`config.mk`:
```
export PLATFORM = sky130hd
export DESIGN_NAME = serial_subtractor
export DESIGN_NICKNAME = d
export VERILOG_FILES = /design/src/rtl/serial_subtractor.sv
export SDC_FILE = /design/constraint.sdc
export NUM_CORES = 1
export LEC_CHECK = 0
export ABC_AREA = 1
export CAP_MARGIN = 20
export CORE_AREA = 2 2 84 66
export DETAILED_ROUTE_END_ITERATION = 10
export DIE_AREA = 0 0 86 68
export GPL_ROUTABILITY_DRIVEN = 0
export GPL_TIMING_DRIVEN = 0
export PLACE_DENSITY_LB_ADDON = 0.15
export SYNTH_ARGS = -nofsm -noshare
export SYNTH_HDL_FRONTEND = slang
export SYNTH_SLANG_ARGS = --single-unit
```
`constraint.sdc`:
```
create_clock -name clk -period 2.7 [get_ports clk]
set_input_delay 0.405 -clock clk [delete_from_list [all_inputs] [get_ports clk]]
set_output_delay 0.405 -clock clk [all_outputs]
set_load 0.005 [all_outputs]
```
`src/rtl/serial_subtractor.sv`:
```
// serial_subtractor: bit-serial a - b - bin, one full-subtractor step per clock, LSB first,
// with valid/ready handshakes on operands and result.
module serial_subtractor #(
    parameter int WIDTH = 8
) (
    input  logic             clk,
    input  logic             rst_n,
    input  logic             in_valid,
    output logic             in_ready,
    input  logic [WIDTH-1:0] a,
    input  logic [WIDTH-1:0] b,
    input  logic             bin,
    output logic             out_valid,
    input  logic             out_ready,
    output logic [WIDTH-1:0] diff,
    output logic             bout,
    output logic             ovf,
    output logic             busy
);
    localparam int CW = $clog2(WIDTH);
    typedef enum logic [1:0] {IDLE, RUN, DONE} state_t;
    state_t r_state, w_next;
    logic [WIDTH-1:0] r_a, r_b, r_diff;
    logic [CW-1:0] r_cnt;
    logic r_br, r_amsb, r_bmsb, r_bout, r_ovf;
    logic w_d, w_br, w_last;
    assign w_d    = r_a[0] ^ r_b[0] ^ r_br;
    assign w_br   = (~r_a[0] & r_b[0]) | (~(r_a[0] ^ r_b[0]) & r_br);
    assign w_last = r_cnt == CW'(WIDTH - 1);
    assign diff   = r_diff;
    assign bout   = r_bout;
    assign ovf    = r_ovf;
    always_ff @(posedge clk or negedge rst_n)
        if (!rst_n) r_state <= IDLE;
        else        r_state <= w_next;
    always_comb begin
        w_next    = IDLE;
        in_ready  = 1'b0;
        out_valid = 1'b0;
        busy      = 1'b0;
        case (r_state)
            IDLE: begin
                in_ready = 1'b1;
                w_next   = in_valid ? RUN : IDLE;
            end
            RUN: begin
                busy   = 1'b1;
                w_next = w_last ? DONE : RUN;
            end
            DONE: begin
                out_valid = 1'b1;
                w_next    = out_ready ? IDLE : DONE;
            end
            default: w_next = IDLE;
        endcase
    end
    // result bits refill r_a from the MSB end as the minuend drains out of its LSB
    always_ff @(posedge clk or negedge rst_n) begin
        if (!rst_n) begin
            r_a    <= '0;
            r_b    <= '0;
            r_br   <= 1'b0;
            r_cnt  <= '0;
            r_amsb <= 1'b0;
            r_bmsb <= 1'b0;
            r_diff <= '0;
            r_bout <= 1'b0;
            r_ovf  <= 1'b0;
        end else if (r_state == IDLE && in_valid) begin
            r_a    <= a;
            r_b    <= b;
            r_br   <= bin;
            r_cnt  <= '0;
            r_amsb <= a[WIDTH-1];
            r_bmsb <= b[WIDTH-1];
        end else if (r_state == RUN) begin
            r_a   <= {w_d, r_a[WIDTH-1:1]};
            r_b   <= r_b >> 1;
            r_br  <= w_br;
            r_cnt <= r_cnt + CW'(1);
            if (w_last) begin
                r_diff <= {w_d, r_a[WIDTH-1:1]};
                r_bout <= w_br;
                r_ovf  <= (r_amsb != r_bmsb) && (w_d != r_amsb);
            end
        end
    end
endmodule

```
==> qor.csv <==
metric,value,unit
status,"complete, no violations",
syn avg cell area,8.52,sq um
post-synthesis to final-layout area growth,29.8,%
final period utilization,82.1,%
first-pass GRT wire length,6470,um
post-synthesis sequential area ratio,50.4,%
Total GRT Usage,14.9,%
Clock Sink Count,34,
PD cells,1060,nW/um^2
mapped cell area,1690,sq um
Iteration-0 DRC Markers,84,
Antenna Nets Post-Route,0,
Post-Place Cell Area,2080,sq um
"most common cell after layout, fill and taps aside",nand2_1,
critical path's slowest cell,clkdlybuf4s50_1,
CP arrival,1.81,ns
Worst path depth,4,
Worst Setup End Kind,output pin,
post-synth top area cell,dfrtp_1,
Area contributors post-synth,"dfrtp_1, nand2_1, nand3_1, nand3b_1, buf_6",
CORE AREA,5090,sq um
Comb power frac,43.5,%
share of cells above drive strength 1,11.3,%
Post-CTS Resized,0,
TritonCTS Buffers,5,
required time of the critical path,2.30,ns
Clk pwr share,18.6,%
H-tree levels,2,
CTS tree,yes,
switching share of power,36.9,%
count of cell types in the netlist,19,
synthesized instance count,198,
post-route core utilization,43.0,%
highest clock rate,0.451,GHz
dpl cells,292,
die height,68,um
setup tns final,0,ns
antenna cell count,0,
fin crit period,2.22,ns
crit path buf inv count,3,
layout net count,261,
most frequent cells in the layout,"nand2_1, dfrtp_1, clkdlybuf4s50_1",
clk_lat worst skew,0.28,ns
syn_nets,222,
Final Hold Fails,0,
vias,1365,
Pins Over Slew Limit,0,
WL final,3800,um
Synth Register Bits,34,
gr ovfl total,0,
initial antenna violation count,0,
clock buffer depth,2,
Worst Hold Class,in -> async,
DRT Pass-1 Iters,4,
Final Instance Count excl. Fillers,300,
final setup skew,0.00400,ns
number of port buffers,32,
sequential power share,37.9,%
fill cell count,518,
R2R depth,6,
Pint,0.00147,W
max_cap viols,0,
Ys Warns,0,
WL/cell,12.7,um
row count,23,
Max-slew headroom,49.2,%
hold_ws,0.191,ns
setup violators final,0,
hold_buf cts,0,
largest net degree at the start of global routing,35,
Die W,86,um
switching power total,0.000858,W
vias in the first global route,1344,
Post-route DRC,0,
Post-CTS Setup Bufs,0,
"Reg clk slew, reported paths",0.07,ns
critical path's largest stage delay,0.52,ns
CP Launch Type,flip-flop,
Max IR drop VDD,0.000386,V
Ports,34,
RSZ-0062 raised after global routing,no,
top cell type's share of synthesized area,50.4,%
HPWL Detailed,2640,um
worst path cell trace,"buf_6, nor2_4, buf_4, clkdlybuf4s50_1",
r2r setup slk,1.31,ns
worst-margin pin slew,0.762,ns
Leak,1.10,nW
Initial Utilization,33.1,%
CP Max Fanout,10,
"CP delay by family, top",buffers and inverters,
drt via density,4.55,
Die ar.,5850,sq um
CP Class,reg -> out,
design area,2190,sq um
clk root buf,clkbuf_8,
==> metal layers <==
metal | track usage, % | share of wire (%)
met2 | 22.1 | 41
met5 | 0 | 0
met3 | 4.95 | 4.2
met4 | 5.36 | 0.79
met1 | 20.4 | 54
==> Yosys cell counts, drive strengths merged <==
cell type,number
nand3,23
buf,9
nand2,95
fa,1
clkbuf,1
nand3b,11
o21ai,7
nor2,4
ha,2
o31ai,1
inv,10
dfrtp,34
==> metrics by stage <==
| step | total power [W] | setup slack [ns] |
|---|---|---|
| 3_3_place_gp | 0.00190 | 0.445 |
| 6_report | 0.00233 | 0.482 |
| 3_5_place_dp | 0.00192 | 0.784 |
| 5_1_grt | 0.00254 | 0.400 |
| 4_1_cts | 0.00236 | 0.461 |
| 2_1_floorplan | 0.00154 | 1.38 |
==> cell families after synthesis <==
family | after synthesis | share of synthesized area [%]
and+or+nand+nor | 133 | 36.0
DFF | 34 | 50.4
buffers and inverters | 20 | 7.64
AOI/OAI and AO/OA | 8 | 3.26
adders and majority gates | 3 | 2.67
==> final cells by class <==
class | count | area, sq um | area share (%)
inverter | 10 | 37.5 | 1.71
buffer | 10 | 91.3 | 4.17
multi-input combinational | 144 | 707 | 32.3
timing repair buffer | 32 | 315 | 14.4
tap | 62 | 77.6 | 3.54
clock buffer | 8 | 110 | 5.03
sequential | 34 | 851 | 38.9
==> sequential cells by signal, summed over array words and instances (netlist names) <==
| signal | count |
|---|---|
| r_state | 2 |
| r_b | 8 |
| r_a | 8 |
| diff | 8 |
| r_bmsb | 1 |
| r_br | 1 |
| r_cnt | 3 |
| ovf | 1 |
| r_amsb | 1 |
| bout | 1 |
==> worst paths after layout <==
| path | startpoint | to |
|---|---|---|
| max in group asynchronous | rst_n | r_b[7] |
| max reg2reg | r_a[0] | ovf |
| min in group clk | diff[0] | diff[0] |
| min | rst_n | diff[7] |
| min reg2reg | diff[0] | diff[0] |
| max | r_state[0] | in_ready |
==> power by group through the flow <==
stage / Sequential [W] / Clock (W) / Combinational, W
after global placement: 0.000887 / 0 / 0.00102
after floorplan: 0.000867 / 0 / 0.000676
after global routing: 0.000911 / 0.000475 / 0.00116
final: 0.000882 / 0.000433 / 0.00101
after detailed placement: 0.000889 / 0 / 0.00103
after CTS: 0.000882 / 0.000447 / 0.00103
(Power assumes the default switching activity.)
==> variant 1 (same flow settings) <==
Make the reset (`rst_n`) synchronous in 2 clocked blocks.
--- a/src/rtl/serial_subtractor.sv
+++ b/src/rtl/serial_subtractor.sv
@@ -31,5 +31,5 @@
     assign bout   = r_bout;
     assign ovf    = r_ovf;
-    always_ff @(posedge clk or negedge rst_n)
+    always_ff @(posedge clk)
         if (!rst_n) r_state <= IDLE;
         else        r_state <= w_next;
@@ -56,5 +56,5 @@
     end
     // result bits refill r_a from the MSB end as the minuend drains out of its LSB
-    always_ff @(posedge clk or negedge rst_n) begin
+    always_ff @(posedge clk) begin
         if (!rst_n) begin
             r_a    <= '0;
Formal check against the unedited RTL: differs if rst_n is asserted again (counterexample within 4 cycles, from zero or initial values and one cycle with rst_n low); with rst_n held inactive, the same outputs for 10 cycles.
==> variant 1 against the original RTL <==
Count of clock-buffer cells in the layout down 2. Area after synthesis decreased by 1.6%. Final area is 1.7% lower. Routed wire length increased by 1.9%. Sequential cell count did not move. Via count rose by 8.3%. Highest routed layer unchanged. Worst setup slack improved by 0.070 ns. Die area stayed put. Critical endpoint unchanged. Largest cell class is now multi-input combinational cells. First-iteration DRC count unchanged. Sequential share of layout area is 7.2 points lower. Hold slack improved by 0.27 ns.
Power is not compared: it rests on default switching activity, and its combinational part moved more than twofold at a synthesized area within 25%.
==> variant 1: results (changes against the original RTL) <==
metric;value;unit;change
Total Nets Final;293;;+12%
Placed Cells;324;;+11%
global-route track usage on met2;20.0;%;-2.1 points
post-synth cell types;27;;+8
clock skew;0.00686;ns;+0.00286 ns
cell accounting for the most synthesized area;dfxtp_1;;
cell types occupying the most area after synthesis;dfxtp_1 (41%), nand2_1 (17%), nand3_1 (8.7%), inv_1 (5.9%), a21oi_2 (5.3%);;
GR met1 Demand/Resource;22.3;%;+1.9 points
DP Area;2060;um2;-1.0%
Tightest Hold Check Type;reg2reg;;
DR WL/cell;11.7;um;-7.9%
number of filler instances in the final layout;541;;+4.4%
met3 wire length;147;um;-7.5%
total power of the final layout;1120;uW;
wire length on met1;2140;um;+4.9%
status;complete, no violations;;
vias in the first global route;1328;;-1.2%
Synthesized Nets;254;;+14%
detailed-route vias per instance;4.45;;-2.2%
Crit path arrival time;1.74;ns;-0.07 ns
ratio of cells with drive above 1 in the final layout;13.0;%;+1.6 points
Slew @ Worst Pin;0.672;ns;-0.0899 ns
launch point of the critical path;r_state[0];;
gr usage total;15.0;%;+0.10 points
placed wire-length estimate;2780;um;+5.2%
part of the Yosys area used for sequential elements;41.0;%;-9.5 points
## variant 1: cell types whose count changed in the layout (fill, tap and decap cells not counted), sizes merged, moves of 10 or more
cell and change:
a21oi +25, dfrtp -34, dfxtp +34, inv +18
nand2 -19, nand3b -10, nor2 +10
## variant 1: logic make-up (layout without fill, tap and decap cells)
kind of cell               count (synthesis)  count (layout)  share of synthesized area, %
xor gates and xnor gates                   1               1                         0.528
DFF                                       34              34                          41.0
buffers and inverters                     40              80                          11.4
and+or+nand+nor                          123             123                          32.6
AOI/OAI and AO/OA                         29              29                          11.8
adders and majority gates                  3               3                          2.71
## variant 1: final cells by class
class / count / area, um2 / area share, %
Timing Repair Buffer: 32 / 320 / 14.9
Multi-Input combinational cell: 156 / 791 / 36.7
Clock inverter: 2 / 12.5 / 0.581
Tap cell: 62 / 77.6 / 3.60
Sequential cell: 34 / 681 / 31.6
Buffer: 12 / 81.3 / 3.78
Clock buffer: 6 / 82.6 / 3.83
Inverter: 28 / 108 / 5.00
==> variant 2 (same settings) <==
Without the edit above. The parameter `WIDTH` goes from 8 to 16.
--- a/src/rtl/serial_subtractor.sv
+++ b/src/rtl/serial_subtractor.sv
@@ -2,5 +2,5 @@
 // with valid/ready handshakes on operands and result.
 module serial_subtractor #(
-    parameter int WIDTH = 8
+    parameter int WIDTH = 16
 ) (
     input  logic             clk,
Ports: changed (resized a, b and diff); port bits go from 34 to 58. The function was not compared with the original's and may differ.
==> variant 2 against the original RTL <==
Sequential power grew 71%. Sequential share of layout area is 2.0 points higher. Area after synthesis grew 66%. Routed wire length up 66%. Worst setup slack improved by 0.0030 ns. Sequential cell count up 25. Final area up 65%. Total power up 56%. Largest cell class unchanged.
==> variant 2: results (changes against the original RTL) <==
metric;value;unit;change
cell with the largest stage delay on the worst path;clkdlybuf4s50_1;;
end of the critical path;busy;;
Crit path arrival time;1.81;ns;about the same
Compound-Gate Fraction of Synth Area;6.68;%;+3.4 points
Avg Inst Size Synth;7.98;um2;-6.3%
number of cells traversed by the worst register-to-register path;6;;unchanged
DP Area;3460;um2;+66%
adder and majority cell fraction of the synthesized area;1.16;%;-1.5 points
clock edge transition at the registers on the reported setup and hold paths;0.06;ns;
cell chosen for the clock root;clkbuf_8;;
Inserted Clock Buffers;9;;+4
router iterations before antenna repair;5;;+1
number of H-tree branching levels;3;;+1
total detailed-routing wirelength;6330;um;+66%
cell types occupying the most area after synthesis;dfrtp_1 (53%), nand2_1 (23%), nand3b_1 (7.5%), o21ai_0 (3.6%), inv_1 (3.0%);;
number of filler instances in the final layout;434;;-16%
detailed-route vias per instance;5.04;;+11%
capture point of the worst reg-to-reg path;r_b[12];;
port buffer count;57;;+78%
gr usage total;24.2;%;+9.3 points
part of the Yosys area used for sequential elements;52.9;%;+2.4 points
dpl ws;0.737;ns;-0.0470 ns
Antenna Cells;0;;unchanged
top cells by instance count after synthesis;nand2_1 (168), dfrtp_1 (59), nand3b_1 (28), inv_1 (22), o21ai_0 (20);;
category of the worst setup path launch point;flop;;
number of antenna violations at the first check in global routing;0;;unchanged
placed wire-length estimate;4500;um;+70%
Placed Cells;470;;+61%
smallest setup slack after layout;0.485;ns;+0.00297 ns
pin count of the biggest net entering global routing;33;;-5.7%
Synthesized Nets;389;;+75%
setup slack of the worst register-to-register path;1.18;ns;-0.13 ns
share of async-settable or async-resettable flops after synthesis;100;%;unchanged
maximum VDD drop;0.523;mV;+36%
delay contributed by the slowest stage of the critical path;0.54;ns;+0.02 ns
ratio of cells with drive above 1 in the final layout;8.75;%;-2.6 points
Total Nets Final;458;;+75%
critical path fanouts, max;10;;unchanged
worst reg2reg path startpoint;r_state[0];;
relative slew slack;51.4;%;+2.2 points
Top Family by Delay on Critical Path;buffers and inverters;;
clock skew;0.00356;ns;-0.000442 ns
DR WL/cell;13.0;um;+2.9%
status;complete, no violations;;
Tightest Hold Check Type;in2async;;
number of buffers inserted for hold repair after clock tree synthesis;0;;unchanged
Syn. warnings;0;;unchanged
post-synth cell types;19;;unchanged
synthesis-to-layout area growth;29.5;%;
Clock Tree Buf Depth;2;;unchanged
LEAKAGE;0.00182;uW;+65%
parity-gate share of the synthesized area counting xor and xnor cells;0;%;unchanged
number of setup buffers added after CTS;0;;unchanged
minimum hold slack;0.126;ns;-0.0652 ns
PostCTS Resize Cnt;0;;unchanged
global-route wire length before repair;10800;um;+68%
vias in the first global route;2345;;+74%
DRC marker count from the first detailed-route iteration;137;;+63%
clock network latency to the later pin of the worst-skew pair;0.33;ns;+0.05 ns
## variant 2: cell types whose count changed after synthesis, sizes merged
cell	unedited run	this run
o21ai	7	35
nand3b	11	28
clkbuf	1	2
nor2	4	7
nand2	95	168
nand3	23	7
buf	9	16
ha	2	1
dfrtp	34	59
inv	10	24
or2	0	1
## variant 2: worst register-to-register path: stages, from the launching register on
cell,delay (ns)
dfrtp_1,0.45
nor2_1,0.25
buf_2,0.28
buf_4,0.21
nand3b_1,0.10
nand2_1,0.09
nand2_1,0.05
## variant 2: per-layer routing
metal  share of wire (%)  vias to the layer above  track usage (%)
li1                    -                     1228                -
met1                  48                     1146             33.1
met2                  46                       69             38.0
met3                 5.7                        2             6.39
met4                0.22                        0             7.74
met5                   0                        -                0
## variant 2: cell type report
class	instances	share of cell area, %
sequential	59	40.8
timing repair buffer	58	16.2
buffer	18	2.53
multi-input combinational	249	31.4
clock inverter	3	0.415
tap	62	2.15
clock buffer	12	4.01
inverter	24	2.49
## variant 2: power breakdown
group | switching [uW] | internal, uW
combinational | 801 | 636
sequential | 238 | 1270
clock | 328 | 348
total | 1370 | 2260
## variant 2: cells by family (layout without fill, tap and decap cells)
logic type / count (synthesis) / in the layout
fa+ha+maj: 2 / 2
simple gates: 211 / 211
flops: 59 / 59
compound gates: 36 / 36
buf+inv: 42 / 115
## variant 2: how the worst min path moves through the flow
stage,start,to,depth (start not counted)
final,rst_n,diff[11],1
after global routing,rst_n,diff[14],1
after CTS,rst_n,diff[11],1
after detailed placement,diff[14],diff[14],2
after global placement,diff[15],diff[15],2
after floorplan,rst_n,bout,0
